===== src/rtl/fixedpoint_pkg.sv =====
// Shared definitions for the fixed-point multiplier: rounding-mode encodings,
// the sideband bundle that travels with each beat, and the output range helper.
package fixedpoint_pkg;

    localparam logic [1:0] RND_AWAY  = 2'b00;
    localparam logic [1:0] RND_TRUNC = 2'b01;
    localparam logic [1:0] RND_EVEN  = 2'b10;

    typedef struct packed {
        logic [1:0] mode;
        logic       sat_en;
    } side_t;

    // Largest positive value representable in a w-bit two's complement word.
    function automatic logic signed [63:0] sat_range(input int w);
        return (64'sd1 <<< (w - 1)) - 64'sd1;
    endfunction

endpackage


===== src/rtl/fixedpoint_round.sv =====
// Combinational rounding and range stage: full-width signed product in,
// rounded OUT_W result plus overflow flag out.
module fixedpoint_round
    import fixedpoint_pkg::*;
#(
    parameter int IN_W     = 8,
    parameter int FRAC_W   = 4,
    parameter int OUT_W    = 8,
    parameter int OUT_FRAC = 0
) (
    input  logic signed [2*IN_W-1:0] product,
    input  logic [1:0]               mode,
    input  logic                     sat_en,
    output logic [OUT_W-1:0]         out,
    output logic                     ovf
);

    localparam int PW = 2 * IN_W;
    localparam int IW = PW + 1;
    localparam int SH = 2 * FRAC_W - OUT_FRAC;
    localparam logic signed [63:0] MAX_V = sat_range(OUT_W);
    localparam logic signed [63:0] MIN_V = -MAX_V - 64'sd1;

    // One guard bit above the product so the +1 of rounding can never wrap.
    logic signed [IW-1:0] rounded;
    logic signed [63:0]   wide;

    generate
        if (SH == 0) begin : g_pass
            assign rounded = {product[PW-1], product};
        end else begin : g_rnd
            localparam logic [SH-1:0] HALF = SH'(1) << (SH - 1);
            logic signed [IW-1:0] ext;
            logic signed [IW-1:0] floor_v;
            logic [SH-1:0]        dropped;
            logic                 tie;
            logic                 above;
            logic                 inc;

            assign ext     = {product[PW-1], product};
            assign floor_v = ext >>> SH;
            assign dropped = ext[SH-1:0];
            assign tie     = (dropped == HALF);
            assign above   = (dropped > HALF);

            // Ties: away-from-zero bumps positives only, since floor already moved negatives away.
            always_comb begin
                inc = 1'b0;
                case (mode)
                    RND_TRUNC: inc = 1'b0;
                    RND_EVEN:  inc = above | (tie & floor_v[0]);
                    default:   inc = above | (tie & ~ext[IW-1]);
                endcase
            end

            assign rounded = floor_v + {{(IW-1){1'b0}}, inc};
        end
    endgenerate

    assign wide = 64'(rounded);

    always_comb begin
        ovf = (wide > MAX_V) || (wide < MIN_V);
        out = wide[OUT_W-1:0];
        if (ovf && sat_en) begin
            out = wide[63] ? MIN_V[OUT_W-1:0] : MAX_V[OUT_W-1:0];
        end
    end

endmodule


===== src/rtl/fixedpoint_s_pipe.sv =====
// Three-stage pipelined signed fixed-point multiplier with per-beat rounding
// mode, saturate/wrap select and valid/ready flow control on both sides.
module fixedpoint_s_pipe
    import fixedpoint_pkg::*;
#(
    parameter int IN_W     = 8,
    parameter int FRAC_W   = 4,
    parameter int OUT_W    = 8,
    parameter int OUT_FRAC = 0
) (
    input  logic                    clk,
    input  logic                    rst_n,
    input  logic                    in_valid,
    output logic                    in_ready,
    input  logic signed [IN_W-1:0]  in1,
    input  logic signed [IN_W-1:0]  in2,
    input  logic [1:0]              mode,
    input  logic                    sat_en,
    output logic                    out_valid,
    input  logic                    out_ready,
    output logic [OUT_W-1:0]        out,
    output logic                    ovf
);

    localparam int PW = 2 * IN_W;

    logic                   s1_valid;
    logic signed [IN_W-1:0] s1_a;
    logic signed [IN_W-1:0] s1_b;
    side_t                  s1_side;

    logic                   s2_valid;
    logic signed [PW-1:0]   s2_prod;
    side_t                  s2_side;

    logic                   s3_valid;
    logic [OUT_W-1:0]       s3_out;
    logic                   s3_ovf;

    logic                   s1_load;
    logic                   s2_load;
    logic                   s3_load;
    logic [OUT_W-1:0]       rnd_out;
    logic                   rnd_ovf;

    // Load enables ripple back from the output; a stage loads if empty or its successor loads.
    assign s3_load  = !s3_valid || out_ready;
    assign s2_load  = !s2_valid || s3_load;
    assign s1_load  = !s1_valid || s2_load;
    assign in_ready = s1_load;

    always_ff @(posedge clk or negedge rst_n) begin
        if (!rst_n) begin
            s1_valid <= 1'b0;
            s1_a     <= '0;
            s1_b     <= '0;
            s1_side  <= '0;
        end else if (s1_load) begin
            s1_valid <= in_valid;
            if (in_valid) begin
                s1_a    <= in1;
                s1_b    <= in2;
                s1_side <= '{mode: mode, sat_en: sat_en};
            end
        end
    end

    always_ff @(posedge clk or negedge rst_n) begin
        if (!rst_n) begin
            s2_valid <= 1'b0;
            s2_prod  <= '0;
            s2_side  <= '0;
        end else if (s2_load) begin
            s2_valid <= s1_valid;
            if (s1_valid) begin
                s2_prod <= PW'(s1_a) * PW'(s1_b);
                s2_side <= s1_side;
            end
        end
    end

    fixedpoint_round #(
        .IN_W     (IN_W),
        .FRAC_W   (FRAC_W),
        .OUT_W    (OUT_W),
        .OUT_FRAC (OUT_FRAC)
    ) u_round (
        .product (s2_prod),
        .mode    (s2_side.mode),
        .sat_en  (s2_side.sat_en),
        .out     (rnd_out),
        .ovf     (rnd_ovf)
    );

    always_ff @(posedge clk or negedge rst_n) begin
        if (!rst_n) begin
            s3_valid <= 1'b0;
            s3_out   <= '0;
            s3_ovf   <= 1'b0;
        end else if (s3_load) begin
            s3_valid <= s2_valid;
            if (s2_valid) begin
                s3_out <= rnd_out;
                s3_ovf <= rnd_ovf;
            end
        end
    end

    assign out_valid = s3_valid;
    assign out       = s3_out;
    assign ovf       = s3_ovf;

endmodule


===== config.mk =====
export PLATFORM = sky130hd
export DESIGN_NAME = fixedpoint_s_pipe
export DESIGN_NICKNAME = d
export VERILOG_FILES = /design/src/rtl/fixedpoint_pkg.sv /design/src/rtl/fixedpoint_round.sv /design/src/rtl/fixedpoint_s_pipe.sv
export SDC_FILE = /design/constraint.sdc
export NUM_CORES = 1
export LEC_CHECK = 0
export CAP_MARGIN = 10
export CELL_PAD_IN_SITES_DETAIL_PLACEMENT = 2
export CELL_PAD_IN_SITES_GLOBAL_PLACEMENT = 2
export CORE_MARGIN = 1
export CORE_UTILIZATION = 30
export CTS_CLUSTER_DIAMETER = 150
export DETAILED_ROUTE_END_ITERATION = 8
export GPL_ROUTABILITY_DRIVEN = 0
export PLACE_DENSITY_LB_ADDON = 0.25
export SYNTH_ARGS = -nofsm -noshare
export SYNTH_HDL_FRONTEND = slang
export SYNTH_HIERARCHICAL = 1
export SYNTH_SLANG_ARGS = --single-unit

===== constraint.sdc =====
create_clock -name clk -period 11.3 [get_ports clk]
set_input_delay 2.26 -clock clk [delete_from_list [all_inputs] [get_ports clk]]
set_output_delay 2.26 -clock clk [all_outputs]
set_load 0.02 [all_outputs]

==> results of run 1 <==
[cell families (layout without fill, tap and decap cells)]
kind of cell | count (synthesis) | in the layout | synth area share [%]
compound gates | 57 | 57 | 8.69
buf+inv | 96 | 129 | 7.85
fa+ha+maj | 86 | 86 | 31.2
mux | 37 | 37 | 8.74
flops | 50 | 50 | 26.2
simple gates | 127 | 127 | 14.5
xor+xnor | 15 | 15 | 2.76
[synth_stat cells, types with 3 or more instances]
library cell / number / area, sq um
and2_1: 44 / 275
fa_1: 55 / 1100
nand2_1: 34 / 128
clkbuf_1: 3 / 11.3
nor2b_1: 8 / 50.1
inv_1: 86 / 323
nand2b_1: 6 / 37.5
xnor2_1: 10 / 87.6
o211ai_1: 4 / 30.0
nor3_1: 4 / 20.0
o21ai_0: 11 / 55.1
a21oi_1: 3 / 15.0
ha_1: 31 / 388
nor2_1: 10 / 37.5
dfrtp_1: 50 / 1250
a31oi_1: 6 / 37.5
mux2_2: 37 / 417
nand4_1: 5 / 31.3
buf_2: 5 / 25.0
nand3_1: 5 / 25.0
o21a_1: 8 / 60.1
xor2_1: 5 / 43.8
[metrics by stage]
stage | cell area [sq um] | utilization (%) | std cells
after floorplan | 4770 | - | 468
after global placement | 5320 | 34.6 | 704
after detailed placement | 5320 | 34.6 | 704
after CTS | 5490 | 35.7 | 712
after global routing | 5490 | 35.7 | 712
final | 5490 | 35.7 | 712
[flip-flops by register name, summed over array words and instances (netlist names)]
name and cells:
s2_prod 16, out 8, s1_a 8, s1_b 8
s1_side 3, s2_side 3, out_valid 1, ovf 1
s1_valid 1, s2_valid 1
[final timing paths]
check                           slack (ns)                   start  cells past startpoint                       to
min in group asynchronous             2.06                   rst_n                      2       out[5]$_DFFE_PN0P_
worst max-delay path                  5.48               out_ready                      3                 in_ready
worst max register to register        6.62     s1_a[7]$_DFFE_PN0P_                     16  s2_prod[14]$_DFFE_PN0P_
max in group asynchronous             8.77                   rst_n                      2      s1_a[7]$_DFFE_PN0P_
worst min-delay path                  0.49  s2_prod[6]$_DFFE_PN0P_                      2   s2_prod[6]$_DFFE_PN0P_
worst min register to register        0.49  s2_prod[6]$_DFFE_PN0P_                      2   s2_prod[6]$_DFFE_PN0P_
[critical path, delay by kind of cell]
| kind | cells | cell delay, ns |
|---|---|---|
| buf+inv | 2 | 1.11 |
| simple gates | 1 | 0.18 |
[final cells by class]
cell class | instances | area, sq um | share of cell area, %
clock buffers | 5 | 125 | 2.28
clock inverters | 3 | 47.5 | 0.865
inverters | 86 | 323 | 5.88
multi-input cells | 322 | 3140 | 57.2
flip-flops and latches | 50 | 1250 | 22.8
well taps | 211 | 264 | 4.81
repair buffers | 35 | 340 | 6.19
[layer usage]
layer / vias to the layer above / part of all wire (%) / GRT usage, %
li1: 1571 / - / -
met1: 1694 / 46 / 17.7
met2: 39 / 51 / 25.9
met3: 8 / 2.3 / 2.42
met4: 0 / 0.76 / 2.70
met5: - / 0 / 0
==> run_summary.xml, run 1 <==
<?xml version="1.0" encoding="UTF-8"?>
<metrics>
  <group name="sta">
    <metric name="grt_setup_unrepaired" unit="">false</metric>
    <metric name="setup_tns_final" unit="ns">0</metric>
    <metric name="drv_slew" unit="">0</metric>
    <metric name="post-route-period-util" unit="%">51.5</metric>
    <metric name="setup_slack" unit="ns">5.48</metric>
    <metric name="max_slew.worst_pin.slew" unit="ns">0.668</metric>
    <metric name="worst_clock_skew" unit="ns">0.0121</metric>
    <metric name="period_needed" unit="ns">5.82</metric>
    <metric name="hold_viol_final" unit="">0</metric>
    <metric name="finalSetupViolations" unit="">0</metric>
    <metric name="relSlewSlack" unit="%">55.5</metric>
    <metric name="timing.hold.ws" unit="ns">0.489</metric>
    <metric name="max_freq" unit="GHz">0.172</metric>
  </group>
  <group name="final_layout">
    <metric name="syn2layout_area_growth" unit="%">15.2</metric>
    <metric name="final_common_cell" unit="">inv_1</metric>
    <metric name="fin_nets" unit="">609</metric>
    <metric name="layout-drive-gt1-share" unit="%">11.6</metric>
    <metric name="final.fill_count" unit="">1686</metric>
    <metric name="commonest_cells_after_routing_fill_and_taps_aside" unit="">inv_1 (86), fa_1 (55), dfrtp_1 (50)</metric>
    <metric name="n_antenna_cell" unit="">0</metric>
  </group>
  <group name="clock_tree">
    <metric name="worst_skew_pair.late_latency" unit="ns">0.31</metric>
    <metric name="tritoncts" unit="">built</metric>
    <metric name="postCtsHoldBufs" unit="">0</metric>
    <metric name="clock_path_buffers" unit="">2</metric>
    <metric name="worst_setup_hold_path_clk_slew" unit="ns">0.07</metric>
    <metric name="tritoncts_num_sinks" unit="">50</metric>
    <metric name="cts-htree-levels" unit="">2</metric>
    <metric name="cts_resized" unit="">0</metric>
    <metric name="post-cts-setup-buffer-count" unit="">0</metric>
    <metric name="tritoncts_buffers" unit="">5</metric>
    <metric name="ctsRootBufferMaster" unit="">clkbuf_16</metric>
  </group>
  <group name="floorplanning">
    <metric name="initial_core_util" unit="%">31.0</metric>
    <metric name="fp-row-count" unit="">45</metric>
    <metric name="ioPinCount" unit="">34</metric>
    <metric name="die_y" unit="microns">128</metric>
    <metric name="fp.dieW" unit="microns">128</metric>
    <metric name="fp.coreArea" unit="sq um">15400</metric>
    <metric name="fp.dieArea" unit="sq um">16400</metric>
  </group>
  <group name="grt">
    <metric name="global_route_wire_length_before_repair" unit="mm">18.4</metric>
    <metric name="grt_antenna_before_repair" unit="">0</metric>
    <metric name="grt_overflow_total" unit="">0</metric>
    <metric name="vias_in_the_first_global_route" unit="">3746</metric>
    <metric name="grt_start_max_net_pins" unit="">51</metric>
    <metric name="grt.total_usage" unit="%">14.2</metric>
  </group>
  <group name="logic_synthesis">
    <metric name="synthDistinctLibCells" unit="">51</metric>
    <metric name="yosys_warnings" unit="">6</metric>
    <metric name="synth.net_count" unit="">577</metric>
    <metric name="synth_area_per_cell" unit="sq um">10.2</metric>
    <metric name="synth_cells" unit="">468</metric>
    <metric name="ys.flop_type" unit="">dfrtp_1</metric>
    <metric name="synth_enable_flop_cells" unit="">0</metric>
    <metric name="syn-cell-area" unit="sq um">4770</metric>
    <metric name="synth_sequential_area_ratio" unit="%">26.2</metric>
    <metric name="synth_async_sr_flop_share" unit="%">100</metric>
    <metric name="yosys_register_bits" unit="">50</metric>
  </group>
  <group name="drt">
    <metric name="drc" unit="">0</metric>
    <metric name="route.vias.total" unit="">3312</metric>
    <metric name="routedWlPerCell" unit="microns">14.9</metric>
    <metric name="drt-initial-drc-count" unit="">93</metric>
    <metric name="detail_route.vias_per_cell" unit="">4.65</metric>
    <metric name="drtAntennaViolNets" unit="">0</metric>
    <metric name="detailedRoute.firstPassIterationCount" unit="">4</metric>
    <metric name="drt-total-wl" unit="mm">10.6</metric>
  </group>
  <group name="min_path">
    <metric name="worstHoldPathType" unit="">reg -&gt; reg</metric>
  </group>
  <group name="critical_path">
    <metric name="cpMaxStageDelayCell" unit="">clkdlybuf4s50_1</metric>
    <metric name="max_stage_delay" unit="ns">0.63</metric>
    <metric name="start_kind" unit="">input port</metric>
    <metric name="critical_path_class" unit="">in -&gt; out</metric>
    <metric name="cp_cell_sequence" unit="">clkdlybuf4s50_1, nand4b_1, clkdlybuf4s50_1</metric>
    <metric name="cpMostUsedCell" unit="">clkdlybuf4s50_1</metric>
    <metric name="critical_path_required" unit="ns">9.04</metric>
    <metric name="critPathCaptureType" unit="">output pin</metric>
    <metric name="worst-endpoint-arrival" unit="ns">3.56</metric>
    <metric name="worstPathMaxFanout" unit="">3</metric>
  </group>
  <group name="outcome">
    <metric name="run_status" unit="">finished clean</metric>
  </group>
  <group name="placed_design">
    <metric name="pre_cts_ws" unit="ns">5.47</metric>
    <metric name="place.port_buffers" unit="">33</metric>
    <metric name="detailedPlacementHpwl" unit="mm">8.71</metric>
  </group>
  <group name="run">
    <metric name="timing.max_cap.violations" unit="">0</metric>
  </group>
</metrics>
Power of run 1 is left out: the tool's default activity adds up to more than one toggle a clock period on the data nets, which glitch-free logic cannot reach.
==> run 2, diff against run 1 <==
==> constraint.sdc (replaced) <==
create_clock -name clk -period 5.2 [get_ports clk]
set_input_delay 1.04 -clock clk [delete_from_list [all_inputs] [get_ports clk]]
set_output_delay 1.04 -clock clk [all_outputs]
set_load 0.02 [all_outputs]
==> run_summary.xml, run 2 (synthesis results as in run 1) <==
<?xml version="1.0" encoding="UTF-8"?>
<metrics>
  <group name="final_layout">
    <metric name="commonest_cells_after_routing_fill_and_taps_aside" unit="">inv_1 (86), fa_1 (55), dfrtp_1 (50)</metric>
    <metric name="multi_input_area" unit="sq um">3140</metric>
    <metric name="fin_nets" unit="">609</metric>
    <metric name="largest_reg_flops" unit="">16</metric>
    <metric name="area.sequential" unit="sq um">1250</metric>
    <metric name="n_antenna_cell" unit="">0</metric>
    <metric name="final.fill_count" unit="">1696</metric>
    <metric name="syn2layout_area_growth" unit="%">15.2</metric>
    <metric name="final_common_cell" unit="">inv_1</metric>
    <metric name="postLayoutCellArea" unit="sq um">5500</metric>
    <metric name="layout-drive-gt1-share" unit="%">11.6</metric>
    <metric name="max_flop_register" unit="">s2_prod</metric>
  </group>
  <group name="critical_path">
    <metric name="r2r_cells" unit="">16</metric>
    <metric name="reg2reg_to" unit="">s2_prod[14]$_DFFE_PN0P_</metric>
    <metric name="critical_path_required" unit="ns">5.40</metric>
    <metric name="r2r_start" unit="">s1_a[7]$_DFFE_PN0P_</metric>
    <metric name="critPathCaptureType" unit="">flop</metric>
    <metric name="worstPathMaxFanout" unit="">9</metric>
    <metric name="critical_path_class" unit="">reg -&gt; reg</metric>
    <metric name="regToRegSetupSlack" unit="ns">0.50</metric>
    <metric name="worst-endpoint-arrival" unit="ns">4.90</metric>
    <metric name="start_kind" unit="">flop</metric>
  </group>
  <group name="clock_tree">
    <metric name="tritoncts_buffers" unit="">5</metric>
    <metric name="clock_path_buffers" unit="">2</metric>
    <metric name="tritoncts" unit="">built</metric>
    <metric name="tritoncts_num_sinks" unit="">50</metric>
    <metric name="cts_resized" unit="">0</metric>
    <metric name="post-cts-setup-buffer-count" unit="">0</metric>
    <metric name="worst_skew_pair.late_latency" unit="ns">0.30</metric>
    <metric name="ctsRootBufferMaster" unit="">clkbuf_16</metric>
    <metric name="cts-htree-levels" unit="">2</metric>
    <metric name="worst_setup_hold_path_clk_slew" unit="ns">0.07</metric>
    <metric name="postCtsHoldBufs" unit="">0</metric>
  </group>
  <group name="floorplanning">
    <metric name="fp.dieW" unit="microns">128</metric>
    <metric name="ioPinCount" unit="">34</metric>
    <metric name="initial_core_util" unit="%">31.0</metric>
    <metric name="fp.coreArea" unit="sq um">15400</metric>
    <metric name="fp-row-count" unit="">45</metric>
    <metric name="die_y" unit="microns">128</metric>
    <metric name="fp.dieArea" unit="sq um">16400</metric>
  </group>
  <group name="min_path">
    <metric name="worst_hold_path.endpoint" unit="">s2_prod[7]$_DFFE_PN0P_</metric>
    <metric name="hold_depth" unit="">2</metric>
    <metric name="source_of_the_worst_hold_timing_path" unit="">s2_prod[7]$_DFFE_PN0P_</metric>
    <metric name="worstHoldPathType" unit="">reg -&gt; reg</metric>
  </group>
  <group name="grt">
    <metric name="vias_in_the_first_global_route" unit="">3825</metric>
    <metric name="global_route_wire_length_before_repair" unit="mm">19.3</metric>
    <metric name="grt_overflow_total" unit="">0</metric>
    <metric name="grt.total_usage" unit="%">15.1</metric>
    <metric name="grt_antenna_before_repair" unit="">0</metric>
    <metric name="grt_start_max_net_pins" unit="">51</metric>
  </group>
  <group name="sta">
    <metric name="relSlewSlack" unit="%">32.9</metric>
    <metric name="hold_viol_final" unit="">0</metric>
    <metric name="max_slew.worst_pin.slew" unit="ns">1.00</metric>
    <metric name="post-route-period-util" unit="%">90.4</metric>
    <metric name="period_needed" unit="ns">4.70</metric>
    <metric name="worst_clock_skew" unit="ns">0.00477</metric>
    <metric name="finalSetupViolations" unit="">0</metric>
    <metric name="max_freq" unit="GHz">0.213</metric>
    <metric name="grt_setup_unrepaired" unit="">false</metric>
    <metric name="drv_slew" unit="">0</metric>
    <metric name="setup_tns_final" unit="ns">0</metric>
  </group>
  <group name="drt">
    <metric name="route.vias.total" unit="">3261</metric>
    <metric name="drt-total-wl" unit="mm">10.9</metric>
    <metric name="drt-initial-drc-count" unit="">78</metric>
    <metric name="routedWlPerCell" unit="microns">15.4</metric>
    <metric name="drc" unit="">0</metric>
    <metric name="drtAntennaViolNets" unit="">0</metric>
    <metric name="detailedRoute.firstPassIterationCount" unit="">4</metric>
    <metric name="detail_route.vias_per_cell" unit="">4.58</metric>
  </group>
  <group name="placed_design">
    <metric name="detailedPlacementHpwl" unit="mm">9.10</metric>
    <metric name="placement.cell_area" unit="sq um">5320</metric>
    <metric name="place.port_buffers" unit="">33</metric>
  </group>
  <group name="outcome">
    <metric name="run_status" unit="">finished clean</metric>
  </group>
  <group name="run">
    <metric name="timing.max_cap.violations" unit="">0</metric>
  </group>
</metrics>
run 2: cell count changes in the layout (fill, tap and decap cells not counted), sizes merged:
| cell | before | now |
|---|---|---|
| clkinvlp | 0 | 1 |
| clkinv | 1 | 0 |
run 2: layer usage:
layer	routed length (microns)	global-route usage (%)	up-vias
li1	-	-	1570
met1	4980	19.0	1647
met2	5650	27.3	36
met3	221	2.30	8
met4	93	3.11	0
met5	0	0	-
run 2: layout make-up:
class	count	share of cell area, %
Clock buffer	5	2.28
Clock inverter	3	0.888
Inverter	86	5.87
Multi-Input combinational cell	322	57.2
Sequential cell	50	22.8
Tap cell	211	4.80
Timing Repair Buffer	35	6.19
run 2: how the worst max path moves through the flow:
stage / from / end / slack [ns] / cells past startpoint
after global routing: s1_a[7]$_DFFE_PN0P_ / s2_prod[14]$_DFFE_PN0P_ / 0.25 / 16
after detailed placement: s1_a[7]$_DFFE_PN0P_ / s2_prod[14]$_DFFE_PN0P_ / 0.44 / 16
after CTS: s1_a[7]$_DFFE_PN0P_ / s2_prod[14]$_DFFE_PN0P_ / 0.44 / 16
after global placement: s1_a[7]$_DFFE_PN0P_ / s2_prod[14]$_DFFE_PN0P_ / 0.69 / 16
after floorplan: s1_a[7]$_DFFE_PN0P_ / s2_prod[14]$_DFFE_PN0P_ / 0.87 / 16
final: s1_a[7]$_DFFE_PN0P_ / s2_prod[14]$_DFFE_PN0P_ / 0.50 / 16
run 2: per-stage QoR:
step	cells	utilization (%)	hold WS, ns	worst slack, ns
global placement	704	34.6	0.458	0.693
global route	712	35.8	0.523	0.254
finish	712	35.8	0.488	0.502
detailed placement	704	34.6	0.480	0.436
floorplan	468	-	0.443	0.867
CTS	712	35.8	0.498	0.439
run 2: critical path: stages, from the launching register on:
cell,delay [ns]
dfrtp_1,0.47
and2_1,0.25
fa_1,0.57
inv_1,0.15
fa_1,0.57
inv_1,0.06
fa_1,0.54
inv_1,0.06
fa_1,0.53
inv_1,0.04
ha_1,0.37
a21oi_2,0.21
and2b_1,0.17
nand2_1,0.06
o211a_1,0.22
o21a_1,0.18
o31ai_2,0.16
Power of run 2 is left out for the same reason.
